===== src/rtl/intc_pkg.sv =====
// intc_pkg: register map and limits for the interrupt controller.
package intc_pkg;
  typedef enum logic [1:0] {
    INTC_PENDING = 2'd0,
    INTC_ENABLE  = 2'd1,
    INTC_CLAIM   = 2'd2,
    INTC_LEVEL   = 2'd3
  } intc_reg_e;
  localparam int INTC_MAX_SOURCES = 31;
endpackage


===== src/rtl/intc_prio_enc.sv =====
// intc_prio_enc: lowest-set-bit priority encoder.
module intc_prio_enc #(
  parameter int N = 8,
  localparam int W = (N > 1) ? $clog2(N) : 1
) (
  input  logic [N-1:0] vec,
  output logic         valid,
  output logic [W-1:0] index
);
  always_comb begin
    valid = 1'b0;
    index = '0;
    for (int i = N - 1; i >= 0; i--)
      if (vec[i]) begin
        valid = 1'b1;
        index = W'(i);
      end
  end
endmodule


===== src/rtl/intc.sv =====
// intc: memory-mapped interrupt controller with edge/level sources and read-to-claim.
module intc
  import intc_pkg::*;
#(
  parameter int NUM_SOURCES = 8
) (
  input  logic                   clk,
  input  logic                   rst,
  input  logic                   cs,
  input  logic                   rd,
  input  logic                   wr,
  input  intc_reg_e              addr,
  input  logic [31:0]            data_in,
  output logic [31:0]            data_out,
  input  logic [NUM_SOURCES-1:0] irq,
  output logic                   hwint
);
  localparam int N = NUM_SOURCES;
  localparam int W = (N > 1) ? $clog2(N) : 1;
  logic [N-1:0] pending, enable, level, irq_q;
  logic [N-1:0] set, clr, claim_mask, pending_next, enable_next, level_next;
  logic [W-1:0] index;
  logic         valid, rd_act, wr_act, claim;
  logic [4:0]   id;
  intc_prio_enc #(.N(N)) u_enc (.vec(pending & enable), .valid(valid), .index(index));
  always_comb begin
    rd_act       = cs & rd;
    wr_act       = cs & wr;
    id           = valid ? 5'(index) + 5'd1 : 5'd0;
    claim        = rd_act & ~wr & (addr == INTC_CLAIM) & valid;
    claim_mask   = claim ? N'(1) << index : '0;
    clr          = (wr_act && addr == INTC_PENDING) ? data_in[N-1:0] | claim_mask : claim_mask;
    set          = (level & irq) | (~level & irq & ~irq_q);
    pending_next = (pending & ~clr) | set;
    enable_next  = (wr_act && addr == INTC_ENABLE) ? data_in[N-1:0] : enable;
    level_next   = (wr_act && addr == INTC_LEVEL) ? data_in[N-1:0] : level;
    data_out     = !rd_act               ? 32'd0 :
                   addr == INTC_PENDING  ? 32'(pending) :
                   addr == INTC_ENABLE   ? 32'(enable) :
                   addr == INTC_CLAIM    ? 32'(id) : 32'(level);
  end
  always_ff @(posedge clk) begin
    if (rst) begin
      pending <= '0;
      enable  <= '0;
      level   <= '0;
      irq_q   <= '0;
      hwint   <= 1'b0;
    end else begin
      pending <= pending_next;
      enable  <= enable_next;
      level   <= level_next;
      irq_q   <= irq;
      hwint   <= |(pending_next & enable_next);
    end
  end
endmodule


===== config.mk =====
export PLATFORM = sky130hd
export DESIGN_NAME = intc
export DESIGN_NICKNAME = d
export VERILOG_FILES = /design/src/rtl/intc_pkg.sv /design/src/rtl/intc_prio_enc.sv /design/src/rtl/intc.sv
export SDC_FILE = /design/constraint.sdc
export NUM_CORES = 1
export LEC_CHECK = 0
export CORE_ASPECT_RATIO = 0.9
export CORE_UTILIZATION = 47
export DETAILED_ROUTE_END_ITERATION = 12
export HOLD_SLACK_MARGIN = 0.03
export PLACE_DENSITY = 0.91
export SLEW_MARGIN = 15
export SYNTH_ARGS = -nofsm -noshare
export SYNTH_HDL_FRONTEND = slang
export SYNTH_SLANG_ARGS = --single-unit

===== constraint.sdc =====
create_clock -name clk -period 4.7 [get_ports clk]
set_input_delay 0.705 -clock clk [delete_from_list [all_inputs] [get_ports clk]]
set_output_delay 0.705 -clock clk [all_outputs]
set_load 0.02 [all_outputs]

[Word-level counts from Yosys, hierarchy flattened]
Cells that the tools add are included.
Word-level totals
  flip-flop bits (word level): 33
  input port bits: 47
Cells by class
  bitwise logic cells: 18
  equal/unequal tests: 3
  add/sub/neg operators: 1
  multiplexer cells: 24
  reductions and logical operators: 5
  shift operators: 1
Operator list (count)
  $mux W8: 7
  $and A8 B8 Y8: 6
  $mux W3: 8
  $not A8 Y8: 3
  $or A8 B8 Y8: 3
  $mux W1: 8
  $reduce_or A8 Y1: 1
  $shl A1 B3 Y8 const A: 1
  $and A1 B1 Y1: 5
  $add A3 B1 Y4 const B: 1
  $eq A2 B2 Y1 const B: 2
  $mux W4: 1
  $logic_and A1 B1 Y1: 3
  $eq A2 B1 Y1 const B: 1
  $logic_not A2 Y1: 1
  $not A1 Y1: 1

[Logic depth before layout (Yosys ltp)]
Gate-level depths: netlist (run 1).
  word-level depth: 18
  gate-level depth with buffers: 11

[Hierarchy]
Synthesis (run 1) repeated with hierarchy kept, for this count alone.
Second synthesis, totals
  cell total of the unflattened synthesis: 233
  area total of the unflattened synthesis: 2000.7 um2
Modules (own cells, without submodules)
  intc: cells each 220, area an instance 1920.6 um2, instances 1
  intc_prio_enc: cells each 13, area an instance 80.1 um2, instances 1

[Least setup slack after synthesis (run 1)]
OpenSTA, ideal clock, no wires.
  path kind: reg2out
  from: register pending[6]
  to: output data_out[2]
  arrival time: 2.254 ns
  data required time: 3.995 ns
  buffers on the path: 0
  stages on the path, launching flop included: 10
  slack: 1.741 ns
  cells stage by stage: dfxtp_1 > nand2_1 > a32o_1 > a22o_1 > a22oi_2 > nor2_1 > ha_1 > ha_1 > nand2_1 > a311oi_1
Between the ends
  word-level cells in the longest chain between the ends: 14
  elaborated cells between the ends (all ways): 21
  those cells by class: add/sub (1); mux (19); bitwise (1)
RTL lines
  start, declared: RTL line intc.sv:20  | logic [N-1:0] pending, enable, level, irq_q;
  start signal, assigned: RTL line intc.sv:50  | pending <= pending_next;
  $and A8 B8 Y8 *: RTL line intc.sv:25  | intc_prio_enc #(.N(N)) u_enc (.vec(pending & enable), .valid(valid), .index(index));
  $mux W3 (7 in series): RTL line intc_prio_enc.sv:14  | if (vec[i]) begin
  $add A3 B1 Y4: RTL line intc.sv:29  | id = valid ? 5'(index) + 5'd1 : 5'd0;
  $mux W4 *: RTL line intc.sv:29
  $mux W8 *: RTL line intc.sv:40  | addr == INTC_CLAIM ? 32'(id) : 32'(level);
  $mux W8 *: RTL line intc.sv:39  | addr == INTC_ENABLE ? 32'(enable) :
  $mux W8 *: RTL line intc.sv:38  | addr == INTC_PENDING ? 32'(pending) :
  $mux W8 *: RTL line intc.sv:37  | data_out = !rd_act ? 32'd0 :
  end, declared: RTL line intc.sv:14  | output logic [31:0] data_out,
Every way passes the cells marked *; elsewhere a longest branch is shown, timed or not.

[Final worst setup path (run 1)]
  from: input addr[0]
  to: output data_out[3]
Between the ends
  word-level cells in the longest chain between the ends: 5
  elaborated cells between the ends (all ways): 7
  those cells by class: eq/ne (2); mux (4); reduce/logical (1)
RTL lines
  start, declared: RTL line intc.sv:12  | input intc_reg_e addr,
  $eq A2 B2 Y1: RTL line intc.sv:40
  $mux W8: RTL line intc.sv:40
  $mux W8: RTL line intc.sv:39
  $mux W8 *: RTL line intc.sv:38
  $mux W8 *: RTL line intc.sv:37
Marked as above.

==> out/metrics.yaml, run 1 <==
layout:
  instances_no_fill: 326
  fillers: 418
  area_growth_syn_to_layout_pct: 15.97
  seqCellArea_um2: 660.6
  diodes: 0
  fin_nets: 330
  multiInputGateArea_um2: 1197
  final_core_util_pct: 57.42
  drive_above_1_share_pct: 10.07
routing:
  wire_per_inst_um: 14.29
  drtIter0Drc: 106
  ant_nets: 0
  drc: 0
  vias: 1743
  routed_via_density: 5.347
  dr.pass1.iters: 5
  drt_wl_total_um: 4658
critical_path:
  required_ps: 3990
  crit_type: "in -> out"
  cp.arrival_ps: 3040
  worstPathMaxFanout: 10
  cp-end-kind: "primary output"
  start_kind: "input pin"
synth:
  synthCells: 246
  ys_async_sr_fraction_pct: 0
  ys.warnings.count: 0
  synth_area_leaders: "dfxtp_1, buf_4, nand2_1"
  avgSynthCellArea_um2: 8.311
  synth_edf_count: 0
  yosys_register_bits: 33
  synthDistinctLibCells: 45
  yosysSeqAreaShare_pct: 32.31
  synth_top_cell_area_share_pct: 32.31
  synth_area_um2: 2044
  yosys.area.top_type: "dfxtp_1"
  ys.flop_type: "dfxtp_1"
cts:
  clk_pin_slew_ps: 60
  cts_setup_buffers: 0
  cts-htree-levels: 2
  clock_path_buffers: 2
  cts_hold_buf: 0
  clk-insertion-delay-late_ps: 290
  cts.root.buffer_cell: "clkbuf_8"
  numCtsBuffers: 5
  cts_resized: 0
  cts_tree: "done"
  cts.sinks: 33
timing:
  rsz0062_at_grt: "false"
  fin_crit_ps: 3745
  fin_crit_sh_pct: 79.68
  tightest_slew_ps: 649.1
  setup_viol: 0
  final_max_slew_viol_count: 0
  fmax_ghz: 0.2670
  hold_violations: 0
  setup-tns-final_ps: 0
  fin_skew_ps: 4.031
  slew_headroom_pct: 56.50
status:
  status: "complete, no violations"
floorplan:
  io_pins: 80
  rows: 22
  die_h_um: 64.57
  die_w_um: 71.52
  core_area_um2: 4129
  dieArea_um2: 4618
  start_util_pct: 49.52
flow_run:
  maxCapViolCount: 0
place:
  gp_congestion: 0.8485
  placed_cells: 318
  dpl.hpwl_um: 3340
  io_buffers: 31
grt:
  grt_pass1_vias: 1564
  grt_pass1_wl_um: 7583
  grt-ovfl-total: 0
  grtUsageTotal_pct: 21.98
  grt_max_degree: 34
  antenna_found_initial: 0
min_path:
  min_path_type: "reg -> reg"
pwr:
  ir_drop_v: 0.0001450
  p_leak_uw: 0.0009344
  power_density_nw_per_um2: 262.4
-- registers in the layout, indices dropped and copies added, names as in the netlist --
signal,count
enable,8
hwint,1
irq_q,8
level,8
pending,8
-- routing by layer --
| layer | vias up | global-route usage (%) | wire length (µm) |
|---|---|---|---|
| met4 | 0 | 9.069 | 67 |
| met3 | 6 | 6.221 | 299 |
| li1 | 856 | - | - |
| met5 | - | 0 | 0 |
| met2 | 67 | 33.81 | 2103 |
| met1 | 814 | 28.93 | 2188 |
-- final timing paths --
kind	slack (ps)	to	cells after the start	start
worst min-delay path	470	level[6]	2	level[6]
worst max register to register	2290	hwint	11	pending[6]
worst min register to register	470	level[6]	2	level[6]
worst max-delay path	960	data_out[3]	6	addr[0]
-- cell families (layout without fill, tap and decap cells) --
kind of cell / count (synthesis) / in the layout / synth area share [%]
AO/OA/AOI/OAI: 54 / 54 / 20.99
AND/OR/NAND/NOR: 96 / 96 / 23.50
adder cells (fa/ha/maj): 6 / 6 / 3.672
other: 1 / 24 / 0.1834
flip-flops: 33 / 33 / 32.31
multiplexers: 12 / 12 / 5.998
buffers and inverters: 44 / 53 / 13.34
-- critical path, stage by stage --
cell,delay (ps)
clkdlybuf4s50_1,690
buf_4,320
nor2b_1,120
a211oi_1,60
a2111oi_1,460
clkdlybuf4s50_1,690
-- cells in the final DEF (no fill, tap or decap), types with 2 or more instances in the layout --
| cell type | count |
|---|---|
| mux2i_1 | 10 |
| a22oi_2 | 6 |
| clkdlybuf4s50_1 | 30 |
| a21boi_0 | 2 |
| a21oi_1 | 13 |
| mux2_2 | 2 |
| nor2b_1 | 16 |
| dfxtp_1 | 33 |
| clkbuf_8 | 5 |
| nand2_2 | 2 |
| a22o_1 | 2 |
| a311oi_1 | 6 |
| nor2_1 | 23 |
| nand3_1 | 4 |
| o21ai_0 | 6 |
| o2bb2ai_1 | 2 |
| a32o_1 | 2 |
| nand2b_1 | 3 |
| conb_1 | 24 |
| ha_1 | 6 |
| buf_4 | 4 |
| clkbuf_1 | 3 |
| nand2_1 | 38 |
| o22a_1 | 2 |
| inv_1 | 10 |
| a211oi_1 | 4 |
-- where the power goes --
group	total, µW	switching (µW)	internal (µW)	leakage [µW]
clock	208	103	105	0.0000395
sequential	303	10.6	293	0.000271
combinational	111	64.5	47.0	0.000624
-- final cells by class --
class | count | share of cell area, %
Timing Repair Buffer | 35 | 14.14
Sequential cell | 33 | 27.86
Inverter | 10 | 1.583
Tap cell | 48 | 2.533
Clock buffer | 8 | 3.377
Multi-Input combinational cell | 192 | 50.50
-- cell usage after synthesis, types with 3 or more instances --
cell / instances
a211oi_1: 4
a21oi_1: 13
a22oi_2: 6
a311oi_1: 6
buf_4: 26
clkbuf_1: 5
dfxtp_1: 33
ha_1: 6
inv_1: 10
mux2i_1: 10
nand2_1: 38
nand2b_1: 3
nand3_1: 4
nor2_1: 23
nor2b_1: 16
o21ai_0: 6
-- metrics by stage --
step                hold slack [ps]  instance area, µm²  setup WS [ps]  power, µW
floorplan                     444.5                2131           1741      393.6
global placement              454.3                2296           1014      418.0
detailed placement            460.0                2296          999.7      420.2
CTS                           468.6                2376          946.0      625.2
global route                  488.5                2371          766.5      650.1
finish                        467.3                2371          955.2      622.3
No activity file was read; power rests on OpenSTA's default activity.
==> run 2: changes to the inputs <==
--- a/config.mk
+++ b/config.mk
@@ -6,10 +6,10 @@
 export NUM_CORES = 1
 export LEC_CHECK = 0
 export CORE_ASPECT_RATIO = 0.9
-export CORE_UTILIZATION = 47
+export CORE_UTILIZATION = 40
 export DETAILED_ROUTE_END_ITERATION = 12
 export HOLD_SLACK_MARGIN = 0.03
-export PLACE_DENSITY = 0.91
+export PLACE_DENSITY = 0.83
 export SLEW_MARGIN = 15
 export SYNTH_ARGS = -nofsm -noshare
 export SYNTH_HDL_FRONTEND = slang
==> constraint.sdc (replaced) <==
create_clock -name clk -period 3.25 [get_ports clk]
set_input_delay 0.4875 -clock clk [delete_from_list [all_inputs] [get_ports clk]]
set_output_delay 0.4875 -clock clk [all_outputs]
set_load 0.02 [all_outputs]
==> run 2 against run 1 <==
Via count rose by 1.1%. Hold slack improved by 1.1 ps. First-iteration DRC count fell by 22%. Register-to-register slack got worse by 1500 ps. Core utilization fell by 7.1 points. Setup slack got worse by 810 ps. Sequential cell count did not move. Cell area rose by 3.9%. Clock-buffer cell count fell by 1. Non-clock buffer count rose by 5. Critical path type unchanged. Largest power group unchanged.
==> out/metrics.yaml, run 2 (synthesis results as in run 1) <==
place:
  gp_congestion: 0.8689
  io_buffers: 31
  dpl.hpwl_um: 3545
  dp_slack_ps: 111.5
timing:
  rsz0062_at_grt: "false"
  fin_crit_sh_pct: 95.63
  setup_viol: 0
  fmax_ghz: 0.3217
  tightest_slew_ps: 603.7
  fin_crit_ps: 3108
  final_max_slew_viol_count: 0
  hold_violations: 0
  fin_skew_ps: 11.05
  setup-tns-final_ps: 0
  slew_headroom_pct: 59.75
  setup_slack_ps: 141.9
layout:
  fin_nets: 335
  final_cell_mix: "nand2_1, dfxtp_1, clkdlybuf4s50_1, conb_1, nor2_1"
  fillers: 479
  area_growth_syn_to_layout_pct: 20.50
  final_core_util_pct: 50.33
  diodes: 0
  final_common_cell: "nand2_1"
  drive_above_1_share_pct: 12.72
status:
  status: "complete, no violations"
routing:
  vias: 1763
  met3_length_um: 315
  wire_per_inst_um: 13.50
  met2_length_um: 2178
  highest_layer: "met4"
  dr.pass1.iters: 4
  wl_met1_um: 2159
  routed_via_density: 5.066
  drt_wl_total_um: 4697
  ant_nets: 0
  drtIter0Drc: 83
  drc: 0
grt:
  grt_pass1_vias: 1659
  grt-ovfl-total: 0
  grt_pass1_wl_um: 7679
  antenna_found_initial: 0
  grtUsageTotal_pct: 18.46
  grt_max_degree: 34
cts:
  clk_pin_slew_ps: 70
  clk-insertion-delay-late_ps: 290
  cts-htree-levels: 2
  cts_hold_buf: 0
  numCtsBuffers: 5
  clock_path_buffers: 2
  cts_tree: "done"
  cts.sinks: 33
  cts.root.buffer_cell: "clkbuf_8"
floorplan:
  io_pins: 80
  dieArea_um2: 5402
  core_area_um2: 4895
  die_h_um: 69.83
  rows: 24
  die_w_um: 77.36
  start_util_pct: 41.77
pwr:
  power_density_nw_per_um2: 404.2
  p_leak_uw: 0.0009968
  ir_drop_v: 0.0001972
critical_path:
  worstPathMaxFanout: 12
  r2r_slack_ps: 770
  crit_type: "in -> out"
  start_kind: "input pin"
  required_ps: 2760
  cp.arrival_ps: 2620
  cp-end-kind: "primary output"
flow_run:
  maxCapViolCount: 0
min_path:
  min_path_type: "reg -> reg"
==> run 2: cell types whose count changed in the layout (fill, tap and decap cells not counted) <==
cell             previous run  this run
buf_4                       4         9
bufinv_16                   0         1
clkbuf_1                    3         1
clkbuf_2                    0         1
clkbuf_8                    5         6
clkdlybuf4s50_1            30        28
dlymetal6s2s_1              0         1
==> run 2: worst paths after layout <==
path,startpoint,endpoint,depth (start not counted)
max reg2reg,pending[6],hwint,12
min,level[2],level[2],2
min reg2reg,level[2],level[2],2
max,addr[0],data_out[3],5
==> run 2: what timing repair did <==
item / 4_1_cts / 5_1_grt
setup endpoints to repair: 1 / 2
setup buffers: 0 / 0
resized for setup: 1 / 4
pin swaps: 0 / 0
==> run 2: worst max-delay path, stage by stage <==
cell and delay [ps]:
clkdlybuf4s50_1 740, nand2b_4 240, a31oi_1 70, a2111oi_1 390, clkdlybuf4s50_1 690
==> run 2: layer usage <==
layer  vias to the layer above  track usage, %
met5                         -               0
met4                         0           5.451
met3                         6           4.868
met2                        63           29.20
met1                       824           24.51
li1                        870               -
==> run 2: power by group <==
| part | internal, µW | total [µW] | switching, µW |
|---|---|---|---|
| clock network | 250 | 393 | 143 |
| registers | 423 | 438 | 14.6 |
| logic | 70.3 | 165 | 95.0 |
| total | 743 | 996 | 253 |
==> run 2: cell type report <==
class,instances,area (µm²),area share [%]
clock buffer,7,86.33,3.504
multi-input combinational,192,1197,48.60
timing repair buffer,40,370.4,15.03
sequential,33,660.6,26.82
clock inverter,1,30.03,1.219
inverter,10,37.54,1.524
tap,65,81.33,3.301
==> run 2: through the flow <==
| step | instance area (µm²) | hold WS, ps | power (µW) | std cells |
|---|---|---|---|---|
| 3_3_place_gp | 2355 | 455.6 | 607.8 | 340 |
| 6_report | 2464 | 468.3 | 995.9 | 348 |
| 4_1_cts | 2470 | 467.1 | 1005 | 348 |
| 5_1_grt | 2464 | 481.6 | 1040 | 348 |
| 2_1_floorplan | 2131 | 444.5 | 569.2 | 269 |
| 3_5_place_dp | 2355 | 456.6 | 611.8 | 340 |
==> run 3: changes to the inputs <==
--- a/config.mk
+++ b/config.mk
@@ -5,11 +5,13 @@
 export SDC_FILE = /design/constraint.sdc
 export NUM_CORES = 1
 export LEC_CHECK = 0
+export CELL_PAD_IN_SITES_DETAIL_PLACEMENT = 1
+export CELL_PAD_IN_SITES_GLOBAL_PLACEMENT = 1
 export CORE_ASPECT_RATIO = 0.9
-export CORE_UTILIZATION = 40
+export CORE_UTILIZATION = 28
 export DETAILED_ROUTE_END_ITERATION = 12
 export HOLD_SLACK_MARGIN = 0.03
-export PLACE_DENSITY = 0.83
+export PLACE_DENSITY = 0.82
 export SLEW_MARGIN = 15
 export SYNTH_ARGS = -nofsm -noshare
 export SYNTH_HDL_FRONTEND = slang
==> run 3 against run 2 <==
Sequential cell count did not move. Clock skew is 7.1 ps lower. Cell count is 8.6% higher. Total power shrank 9.0%. Non-clock buffer count is 2 higher. Cell area is 1.1% higher. Maximum frequency is 1.3% lower. Sequential power about the same. Largest cell class unchanged.
==> out/metrics.yaml, run 3 (synthesis results as in run 1) <==
place:
  dpl.hpwl_um: 4488
  gp_congestion: 0.8378
  dp_slack_ps: 6.745
  io_buffers: 31
  place_area_um2: 2405
  placed_cells: 370
grt:
  grtUsageTotal_pct: 16.31
  grt_pass1_wl_um: 9584
  grt-ovfl-total: 0
  grt_max_degree: 34
  grt_pass1_vias: 1915
  antenna_found_initial: 0
floorplan:
  start_util_pct: 29.04
  die_h_um: 83.07
  rows: 29
  io_pins: 80
  dieArea_um2: 7648
  core_area_um2: 7039
  die_w_um: 92.07
timing:
  fmax_ghz: 0.3175
  fin_crit_ps: 3150
  setup-tns-final_ps: 0
  fin_crit_sh_pct: 96.91
  setup_slack_ps: 100.3
  hold_violations: 0
  tightest_slew_ps: 529.1
  setup_viol: 0
  slew_headroom_pct: 64.64
  fin_hold_ws_ps: 471.9
  rsz0062_at_grt: "false"
  final_max_slew_viol_count: 0
  fin_skew_ps: 3.951
critical_path:
  cp.buffers_inverters: 1
  slowest_delay_ps: 350
  required_ps: 2760
  cp_cell_sequence: "nand2_1 > a32o_1 > a22o_1 > a22oi_2 > nor2_1 > ha_1 > ha_1 > nand2_1 > a311oi_2 > clkdlybuf4s15_2"
  start_kind: "flop"
  cp.arrival_ps: 2660
  path_delay_family: "compound AO/OA/AOI/OAI gates"
  worstPathMaxFanout: 2
  cp-end-kind: "primary output"
  crit_type: "reg -> out"
  slowest_stage: "dfxtp_1"
routing:
  wire_per_inst_um: 15.38
  drc: 0
  dr.pass1.iters: 6
  vias: 1818
  routed_via_density: 4.810
  highest_layer: "met4"
  drt_wl_total_um: 5814
  wl_met1_um: 2562
  drtIter0Drc: 93
  ant_nets: 0
  met3_length_um: 270
  met2_length_um: 2874
cts:
  numCtsBuffers: 5
  cts.sinks: 33
  clk_pin_slew_ps: 60
  cts-htree-levels: 2
  cts.root.buffer_cell: "clkbuf_8"
  clock_path_buffers: 2
  cts_resized: 6
  cts_setup_buffers: 0
  clk-insertion-delay-late_ps: 280
  cts_tree: "done"
  cts_hold_buf: 0
layout:
  diodes: 0
  fillers: 853
  final_common_cell: "nand2_1"
  postLayoutCellArea_um2: 2491
  fin_nets: 337
  seqCellArea_um2: 660.6
  final_cell_mix: "nand2_1, dfxtp_1, clkdlybuf4s50_1, conb_1, nor2_1"
  area_growth_syn_to_layout_pct: 21.85
  drive_above_1_share_pct: 12.63
  instances_no_fill: 378
  multiInputGateArea_um2: 1204
status:
  status: "complete, no violations"
min_path:
  min_path_type: "reg -> reg"
pwr:
  p_leak_uw: 0.0009751
  ir_drop_v: 0.0001182
  power_density_nw_per_um2: 363.8
flow_run:
  maxCapViolCount: 0
run 3: per-layer routing:
metal	track usage (%)	vias to the layer above
li1	-	876
met1	19.81	884
met2	27.95	47
met3	3.755	11
met4	5.966	0
met5	0	-
run 3: cell type report:
class                      instances  share of cell area (%)
clock buffer                       8                   3.214
inverter                          10                   1.507
multi-input combinational        192                   48.32
sequential                        33                   26.52
tap                               93                   4.671
timing repair buffer              42                   15.77
run 3: worst paths after layout:
path	endpoint	cells after the start	from	slack, ps
worst max-delay path	data_out[2]	10	pending[6]	100
worst min register to register	level[2]	2	level[2]	470
worst min-delay path	level[2]	2	level[2]	470
worst max register to register	hwint	12	pending[6]	680
run 3: metrics by stage:
step / total power, µW / utilization [%]
global route: 953.6 / 35.39
finish: 906.4 / 35.39
detailed placement: 618.7 / 34.16
global placement: 612.3 / 34.16
floorplan: 569.2 / -
CTS: 916.9 / 35.39
run 3: where the power goes:
| group | switching, µW | internal [µW] | total (µW) | leakage, µW |
|---|---|---|---|---|
| registers | 16.4 | 423 | 439 | 0.000271 |
| logic | 99.4 | 72.4 | 172 | 0.000664 |
| clock network | 143 | 152 | 295 | 0.0000395 |
| total | 259 | 647 | 906 | 0.000975 |
run 3: worst reg2reg max path, stage by stage (launching register included):
cell,delay [ps]
dfxtp_1,350
nand2_1,70
a32o_1,270
a22o_1,240
a22oi_2,190
nor2_1,90
buf_4,140
inv_1,70
ha_1,200
nand3_1,110
a32oi_1,320
o22a_1,260
a41oi_2,140
